### config.mk
export PLATFORM = sky130hd
export DESIGN_NAME = load_store_unit
export DESIGN_NICKNAME = d
export VERILOG_FILES = /design/src/rtl/load_store_unit.sv
export SDC_FILE = /design/constraint.sdc
export NUM_CORES = 1
export LEC_CHECK = 0
export BUFFER_PORTS_ARGS = -buffer_cell sky130_fd_sc_hd__buf_2
export CORE_AREA = 10 10 125 127
export CTS_CLUSTER_DIAMETER = 200
export CTS_CLUSTER_SIZE = 8
export DETAILED_ROUTE_END_ITERATION = 6
export DIE_AREA = 0 0 135 137
export GPL_ROUTABILITY_DRIVEN = 1
export PLACE_DENSITY = 0.87
export SKIP_LAST_GASP = 1
export SLEW_MARGIN = 20
export SYNTH_ARGS = -nofsm -noshare
export SYNTH_HDL_FRONTEND = slang
export SYNTH_SLANG_ARGS = --single-unit
### constraint.sdc
create_clock -name clk -period 1.7 [get_ports clk]
set_input_delay 0.17 -clock clk [delete_from_list [all_inputs] [get_ports clk]]
set_output_delay 0.17 -clock clk [all_outputs]
set_load 0.01 [all_outputs]
### src/rtl/load_store_unit.sv
// Load/store unit: turns byte-addressed MIPS loads/stores into word accesses, with read-modify-write for sb/sh.
// Optional feature macro LSU_ALIGN_TRAP_EN: trap misaligned half/word accesses instead of force-aligning them.
module load_store_unit #(
  parameter int MEM_DEPTH = 32,
  parameter int IDX_W     = 5
) (
  input  logic        clk,
  input  logic        reset,
  input  logic        req_valid,
  output logic        req_ready,
  input  logic        req_load,
  input  logic        req_store,
  input  logic [1:0]  req_size,
  input  logic        req_signed,
  input  logic [31:0] req_addr,
  input  logic [31:0] req_wdata,
  input  logic [4:0]  req_rd,
  output logic        stall,
  output logic        resp_valid,
  output logic [31:0] resp_data,
  output logic [4:0]  resp_rd,
  output logic [31:0] mem_addr,
  output logic        mem_read,
  output logic        mem_write,
  output logic [31:0] mem_wdata,
  input  logic [31:0] mem_rdata,
  output logic        misalign
);

  typedef enum logic [2:0] {
    S_IDLE   = 3'd0,
    S_LOAD   = 3'd1,
    S_STORE  = 3'd2,
    S_RMW_RD = 3'd3,
    S_RMW_WR = 3'd4,
    S_RESP   = 3'd5,
    S_ERR    = 3'd6
  } state_e;

  localparam logic [31:0] MEM_DEPTH_W = 32'(MEM_DEPTH);

  state_e           state_q, state_d;
  logic [1:0]       off_q, off_d;
  logic [1:0]       size_q, size_d;
  logic             signed_q, signed_d;
  logic [15:0]      wdata_q, wdata_d;
  logic [4:0]       rd_q, rd_d;

  logic             ready_q, ready_d;
  logic             resp_valid_q, resp_valid_d;
  logic [31:0]      resp_data_q, resp_data_d;
  logic [4:0]       resp_rd_q, resp_rd_d;
  logic [31:0]      mem_addr_q, mem_addr_d;
  logic             mem_read_q, mem_read_d;
  logic             mem_write_q, mem_write_d;
  logic [31:0]      mem_wdata_q, mem_wdata_d;
  logic             misalign_q, misalign_d;

  logic             accept_s;
  logic             misalign_req_s;
  logic [1:0]       req_off_s;
  logic [IDX_W-1:0] req_idx_s;
  logic             unused_s;

  // Select the addressed lane of a memory word and sign/zero-extend it.
  function automatic logic [31:0] load_extend(input logic [31:0] word, input logic [1:0] size,
                                              input logic [1:0] off, input logic sgn);
    logic [7:0]  b;
    logic [15:0] h;
    logic [31:0] r;
    case (off)
      2'd0:    b = word[7:0];
      2'd1:    b = word[15:8];
      2'd2:    b = word[23:16];
      default: b = word[31:24];
    endcase
    h = off[1] ? word[31:16] : word[15:0];
    case (size)
      2'b00:   r = {{24{sgn & b[7]}}, b};
      2'b01:   r = {{16{sgn & h[15]}}, h};
      default: r = word;
    endcase
    return r;
  endfunction

  // Replace the addressed byte/half lane of a word, leaving the other lanes untouched.
  function automatic logic [31:0] store_merge(input logic [31:0] word, input logic [1:0] size,
                                              input logic [1:0] off, input logic [15:0] data);
    logic [31:0] r;
    r = word;
    case (size)
      2'b00: begin
        case (off)
          2'd0:    r[7:0]   = data[7:0];
          2'd1:    r[15:8]  = data[7:0];
          2'd2:    r[23:16] = data[7:0];
          default: r[31:24] = data[7:0];
        endcase
      end
      2'b01: begin
        if (off[1]) r[31:16] = data;
        else        r[15:0]  = data;
      end
      default: r = word;
    endcase
    return r;
  endfunction

  assign req_idx_s = req_addr[IDX_W+1:2];
  assign accept_s  = req_valid & (state_q == S_IDLE) & (req_load | req_store);
  assign unused_s  = ^{req_addr[31:IDX_W+2], MEM_DEPTH_W};

`ifdef LSU_ALIGN_TRAP_EN
  assign misalign_req_s = ((req_size == 2'b01) & req_addr[0]) |
                          (req_size[1] & (req_addr[1:0] != 2'b00));
`else
  assign misalign_req_s = 1'b0;
`endif

  // Lane offset with low address bits forced to the access alignment.
  always_comb begin
    case (req_size)
      2'b00:   req_off_s = req_addr[1:0];
      2'b01:   req_off_s = {req_addr[1], 1'b0};
      default: req_off_s = 2'b00;
    endcase
  end

  // State register.
  always_ff @(posedge clk or negedge reset) begin
    if (!reset) state_q <= S_IDLE;
    else        state_q <= state_d;
  end

  // Next-state logic.
  always_comb begin
    state_d = state_q;
    case (state_q)
      S_IDLE: begin
        if (!accept_s)          state_d = S_IDLE;
        else if (misalign_req_s) state_d = S_ERR;
        else if (req_load)       state_d = S_LOAD;
        else if (req_size[1])    state_d = S_STORE;
        else                     state_d = S_RMW_RD;
      end
      S_LOAD:   state_d = S_RESP;
      S_RMW_RD: state_d = S_RMW_WR;
      S_STORE, S_RMW_WR, S_RESP, S_ERR: state_d = S_IDLE;
      default:  state_d = S_IDLE;
    endcase
  end

  // Capture the accepted request; it must stay usable after upstream moves on.
  always_comb begin
    if (accept_s) begin
      off_d    = req_off_s;
      size_d   = req_size;
      signed_d = req_signed;
      wdata_d  = req_wdata[15:0];
      rd_d     = req_rd;
    end else begin
      off_d    = off_q;
      size_d   = size_q;
      signed_d = signed_q;
      wdata_d  = wdata_q;
      rd_d     = rd_q;
    end
  end

  // Output logic: every output flop is loaded from the state being entered.
  always_comb begin
    ready_d      = (state_d == S_IDLE);
    mem_read_d   = (state_d == S_LOAD) | (state_d == S_RMW_RD);
    mem_write_d  = (state_d == S_STORE) | (state_d == S_RMW_WR);
    resp_valid_d = (state_d == S_RESP);
`ifdef LSU_ALIGN_TRAP_EN
    misalign_d   = (state_d == S_ERR);
`else
    misalign_d   = 1'b0;
`endif
    resp_data_d  = resp_data_q;
    resp_rd_d    = resp_rd_q;
    mem_wdata_d  = mem_wdata_q;
    if (accept_s && (state_d != S_ERR)) mem_addr_d = {{(32-IDX_W){1'b0}}, req_idx_s};
    else                                mem_addr_d = mem_addr_q;
    case (state_q)
      S_IDLE: begin
        if (state_d == S_STORE) mem_wdata_d = req_wdata;
        else                    mem_wdata_d = mem_wdata_q;
      end
      S_LOAD: begin
        resp_data_d = load_extend(mem_rdata, size_q, off_q, signed_q);
        resp_rd_d   = rd_q;
      end
      // The write-data register doubles as the merge register for sub-word stores.
      S_RMW_RD: mem_wdata_d = store_merge(mem_rdata, size_q, off_q, wdata_q);
      default:  mem_wdata_d = mem_wdata_q;
    endcase
  end

  // Request capture registers.
  always_ff @(posedge clk or negedge reset) begin
    if (!reset) begin
      off_q    <= 2'b00;
      size_q   <= 2'b00;
      signed_q <= 1'b0;
      wdata_q  <= 16'h0000;
      rd_q     <= 5'd0;
    end else begin
      off_q    <= off_d;
      size_q   <= size_d;
      signed_q <= signed_d;
      wdata_q  <= wdata_d;
      rd_q     <= rd_d;
    end
  end

  // Registered outputs.
  always_ff @(posedge clk or negedge reset) begin
    if (!reset) begin
      ready_q      <= 1'b1;
      resp_valid_q <= 1'b0;
      resp_data_q  <= 32'h0000_0000;
      resp_rd_q    <= 5'd0;
      mem_addr_q   <= 32'h0000_0000;
      mem_read_q   <= 1'b0;
      mem_write_q  <= 1'b0;
      mem_wdata_q  <= 32'h0000_0000;
      misalign_q   <= 1'b0;
    end else begin
      ready_q      <= ready_d;
      resp_valid_q <= resp_valid_d;
      resp_data_q  <= resp_data_d;
      resp_rd_q    <= resp_rd_d;
      mem_addr_q   <= mem_addr_d;
      mem_read_q   <= mem_read_d;
      mem_write_q  <= mem_write_d;
      mem_wdata_q  <= mem_wdata_d;
      misalign_q   <= misalign_d;
    end
  end

  assign req_ready  = ready_q;
  assign stall      = req_valid & ~ready_q;
  assign resp_valid = resp_valid_q;
  assign resp_data  = resp_data_q;
  assign resp_rd    = resp_rd_q;
  assign mem_addr   = mem_addr_q;
  assign mem_read   = mem_read_q;
  assign mem_write  = mem_write_q;
  assign mem_wdata  = mem_wdata_q;
  assign misalign   = misalign_q;

endmodule
Word-level counts from Yosys, hierarchy flattened

Index checks and enable logic that the tools add are counted.

Eq/ne operators: 13
Muxes and demuxes: 18
Bitwise operators: 9
Reduce and logical (&&, ||, !) cells: 9

Operator list:

| operator           | count |
|---|---|
| $pmux 32 s2        | 3 |
| $mux 16            | 3 |
| $mux 8             | 5 |
| $mux 32            | 1 |
| $pmux 8 s3         | 1 |
| $eq 3x2->1 const B | 3 |
| $pmux 3 s3         | 1 |
| $eq 2x1->1 const B | 3 |
| $eq 3x1->1 const B | 2 |
| $eq 3x3->1 const B | 2 |
| $logic_not 2->1    | 3 |
| $logic_not 3->1    | 2 |
| $and 1x1->1        | 5 |
| $mux 2             | 2 |
| $pmux 2 s2         | 1 |
| $ne 3x3->1 const B | 1 |
| $or 1x1->1         | 3 |
| $reduce_or 3->1    | 1 |
| $eq 2x2->1 const B | 1 |
| $ne 2x1->1 const B | 1 |
| $reduce_and 2->1   | 1 |
| $reduce_bool 2->1  | 1 |
| $logic_and 1x1->1  | 1 |
| $mux 1             | 1 |
| $not 1->1          | 1 |

Flip-flop bits (word level): 107
Output and inout port bits: 107

Depth between registers and ports, before layout

Word-level depth: 8
Mapped depth: 7

Worst setup path before layout

OpenSTA, ideal clock, no wires.

Path type: reg2reg
Start: reg off_q[1]
End: reg resp_data_q[31], in the netlist resp_data[31]
Setup time: 0.121 ns
Arrival time: 1.497 ns
Required time: 1.579 ns
Path slack: 0.082 ns
Stages on the path, launching flop included: 7
Clock period less this slack: 1.618 ns
Path through: dfrtp_1 -> buf_6 -> mux2_4 -> mux2_4 -> a31oi_4 -> buf_6 -> a21oi_1

Longest elaborated chain between the ends: 5
Elaborated cells between the ends (all ways): 9
Those cells by class: eq/ne: 2; mux: 4; bitwise: 2; reduce/logical: 1

Ends and longest elaborated chain:

| what                               | RTL line | text |
|---|---|---|
| start, declared                    | 43       | `logic [1:0] off_q, off_d;` |
| start signal, assigned             | 204      | `off_q <= 2'b00;` |
| start signal, assigned             | 210      | `off_q <= off_d;` |
| $eq 2x2->1 (tied with other cells) | 71       | `case (off)` |
| $pmux 8 s3                         | 71       |  |
| $mux 8                             | 186      | `case (state_q)` |
| $and 1x1->1                        | 79       | `2'b00: r = {{24{sgn & b[7]}}, b};` |
| $pmux 32 s2 *                      | 78       | `case (size)` |
| end signal, assigned               | 233      | `resp_data_q <= resp_data_d;` |
| end, declared                      | 51       | `logic [31:0] resp_data_q, resp_data_d;` |

Mark *: on every way between the ends. The rest lies on a longest branch, timed or not. The select of a mux whose other input is x is not followed.
A chain may end at the register's enable or synchronous reset.

Worst setup path in the final report

Start: reg off_q[1]
End: reg resp_data_q[28], in the netlist resp_data[28]

The elaborated chain is that of the path after synthesis.

==> results.txt <==
- Of all flip-flops after synthesis, the portion carrying an async set or reset was 100%.
* Yosys cell types: 44
* Power density over the cells: 1770 mW/mm2
* Critical path endpoint category: flip-flop
* TritonCTS clock tree: yes
- After detailed placement, the total cell area comes to 0.00679 mm2.
- Setup-violating endpoint count in the final report: 0
- The number of pins with negative max-slew slack in the final report is 0.
- Nets: 921
* Maximum number of pins on one net before global-route repair: 48
- RSZ-0062 raised after global routing: true
- Vertical die dimension: 137 um
- In the routed design, unresolved DRC markers number 0.
* Clock transition at the registers of the reported paths: 0.08 ns
- In this run the count of I/O pins placed on the die edge is 216.
- The floorplan step defined a die boundary enclosing 0.0185 mm2.
- In this run the worst hold path is classified as input pin to flip-flop.
- The worst hold path begins at req_addr[4].
* Mean Syn Cell Area: 8.87 um2
- Setup clock skew after layout: 0.0108 ns
* Total count of hold-check failures in the final report: 2
* Syn-to-layout area delta: 25.0%
- The die is 135 um wide.
- The H-tree was split into 3 levels.
- Slew Limit Headroom: 48.1%
* Min Tclk post-route: 1.66 ns
- Clock tree synthesis found a total of 107 sinks.
* Register bit total from synthesis: 107
* Crit path kind: flip-flop to flip-flop
* Most frequent cells in the layout: 161 x buf_2, 160 x nand2_1, 105 x dfrtp_1
- Kind of start point of the critical path: flip-flop
- At the end of routability-driven placement, the weighted congestion stood at 0.935.
- Crit-path max FO: 15
- The first detailed-routing pass took 5 iterations.
- In this run, CTS created clock tree buffers numbering 9.
* DR vias: 5485
- First-pass GRT wire length: 28900 um
- Leaving out fill and tap cells, the most frequent cell in the layout is buf_2.
- Max-cap violations in this run came to 0.
- Outcome: finished with violations
* Number of vias per cell after detailed routing: 5.49
- Across all register-to-register paths, the minimum setup slack is 0.04 ns.
- The startpoint identified for the worst register-to-register timing path is off_q[1]$_DFFE_PN0N_.
- The cell area that synthesis handed to floorplanning was 0.00577 mm2.
* Gate Count Post-Synth: 651
* # port buffers: 162
- Post-route core utilization: 55.1%
- Summed over all cells, the static leakage comes to 3.72 nW.
- For hold timing, the worst endpoint is mem_addr[2]$_DFFE_PN0P_.
- Ys flop type: dfrtp_1
* Ratio of cells with drive above 1 in the final layout: 28.3%
- The tightest hold path in the finished design has a slack of -0.00169 ns.
* Max Clock Freq: 0.601 GHz
- Worst r2r dst: resp_data[28]$_DFFE_PN0N_
* Initial Util: 44.1%
- Yosys mapped a number of flops with a built-in enable equal to 0.
* Arrival time reported for the critical path endpoint: 1.90 ns
- In this run, the number of DRC markers left after iteration 0 of detailed routing was 673.
- For this run, the total global-route usage over all layers was measured as 19.7%.
* Filler cells: 1168
* Post-detailed-route count of antenna-violating nets: 0
- For the worst-skew pair, the clock arrives at the later sink with an insertion delay of 0.37 ns.
- Via count of the first global-routing pass: 5335
* Data required time at the worst endpoint: 1.94 ns
- The floorplan step defined a core boundary enclosing 0.0131 mm2.
* Number of standard-cell rows in the floorplan: 42
* Aggregate routed wire length: 19100 um
- Of the synthesized area, sequential elements account for 46.4%.
- Once layout is done, the placed cells without fillers occupy 0.00721 mm2.
* Cells on worst reg2reg path: 5
- The cell sitting at the root of the clock tree is a clkbuf_16.
- Detailed placement finished with a half-perimeter wire length of 14300 um.
- The worst hold path was traced through 3 stages.
- After global routing the overflow that remains totals 0.
- For the pin with the worst max-slew slack, the measured transition is 0.778 ns.
* Failing checks: negative hold slack
* IR Drop Worst-Case VDD: 670 uV
- Number of antenna violations at the first check in global routing: 7
- After detailed routing, the average wire length per cell comes to 19.1 um.
* Clock Tree Buf Depth: 2
* Synthesis warning total: 0
- Share of the cycle needed by the critical path after routing: 97.9%
-- state kept, by name (all words and copies together), names as in the netlist, 2 cells and up --
register / count
mem_addr: 5
rd_q: 5
resp_data: 32
wdata_q: 16
state_q: 3
off_q: 2
resp_rd: 5
size_q: 2
mem_wdata: 32
-- worst max path at each step --
stage,startpoint,end,slack [ns],depth (start not counted)
6_report,off_q[1]$_DFFE_PN0N_,resp_data[28]$_DFFE_PN0N_,0.04,5
5_1_grt,off_q[1]$_DFFE_PN0N_,mem_wdata[21]$_DFFE_PN0P_,-0.02,5
4_1_cts,state_q[1]$_DFF_PN0_,mem_wdata[17]$_DFFE_PN0P_,0.01,5
3_5_place_dp,off_q[1]$_DFFE_PN0N_,mem_wdata[8]$_DFFE_PN0P_,-0.15,5
3_3_place_gp,off_q[1]$_DFFE_PN0N_,mem_wdata[30]$_DFFE_PN0P_,-0.06,5
2_1_floorplan,off_q[1]$_DFFE_PN0N_,resp_data[31]$_DFFE_PN0N_,0.08,6
-- routing by layer --
metal  global-route usage, %  part of all wire [%]  vias to the layer above
met5                       0                 0.037                        -
met4                    8.73                   2.8                        2
met3                    6.56                    11                       42
met2                    29.9                    46                      282
met1                    25.1                    40                     2609
li1                        -                     -                     2550
-- stage by stage --
stage / std cells / setup slack, ns / power, W / TNS, ns
after global routing: 996 / -0.0186 / 0.0137 / -0.0579
after CTS: 990 / 0.0119 / 0.0126 / 0
final: 999 / 0.0362 / 0.0128 / 0
after global placement: 970 / -0.0566 / 0.0102 / -0.542
after floorplan: 678 / 0.0817 / 0.00808 / 0
after detailed placement: 970 / -0.147 / 0.0104 / -1.72
-- worst max-delay path, stage by stage (launching register included) --
cell     delay, ns
dfrtp_2       0.44
mux2_2        0.36
mux2_4        0.27
a31oi_4       0.21
buf_12        0.16
a21oi_1       0.08
-- timing repair --
item | CTS | global route
endpoints found under the setup margin | 17 | 51
buffers inserted | 0 | 2
hold buffers | 4 | 0
gates resized for setup | 2 | 16
cloned | 0 | 1
endpoints found under the hold margin | 33 | 0
pin swaps | 0 | 1
-- synthesized netlist by cell type (2+ instances only) --
cell,count,area [um2]
a211o_1,7,61.3
a211oi_1,17,128
a21o_1,7,52.6
a21oi_1,57,285
a221oi_1,8,70.1
a22oi_1,14,105
a31oi_1,17,106
and3_1,19,119
buf_1,3,11.3
buf_2,19,95.1
buf_4,31,233
buf_6,2,22.5
clkbuf_1,22,82.6
dfrtp_1,106,2650
inv_1,4,15.0
mux2_2,2,22.5
mux2_4,2,30.0
mux2i_1,15,150
nand2_1,160,601
nand2b_1,2,12.5
nand3_1,2,10.0
nand3b_1,10,75.1
nand4_1,2,12.5
nor2_1,32,120
nor2b_1,19,119
o211a_1,15,150
o21ai_0,25,125
o2bb2ai_1,16,140
-- layout make-up --
type,count,area (um2),share of cell area [%]
multi-input combinational,489,2750,38.2
antenna,6,15.0,0.208
tap,176,220,3.05
clock buffer,9,225,3.12
timing repair buffer,201,1220,17.0
clock inverter,7,77.6,1.08
inverter,4,15.0,0.208
sequential,107,2680,37.2
-- cell families after synthesis --
family	after synthesis	synth area share (%)
AND/OR/NAND/NOR	254	19.6
multiplexers	20	3.90
flip-flops	107	46.4
buffers and inverters	82	8.04
AO/OA/AOI/OAI	187	21.9
other	1	0.0650
-- report_power, final --
part | total (W) | internal [W] | switching [W]
clock network | 0.00216 | 0.00115 | 0.00101
logic | 0.00603 | 0.00250 | 0.00352
registers | 0.00460 | 0.00379 | 0.000808
total | 0.0128 | 0.00745 | 0.00534
No activity file was read; power rests on OpenSTA's default activity.
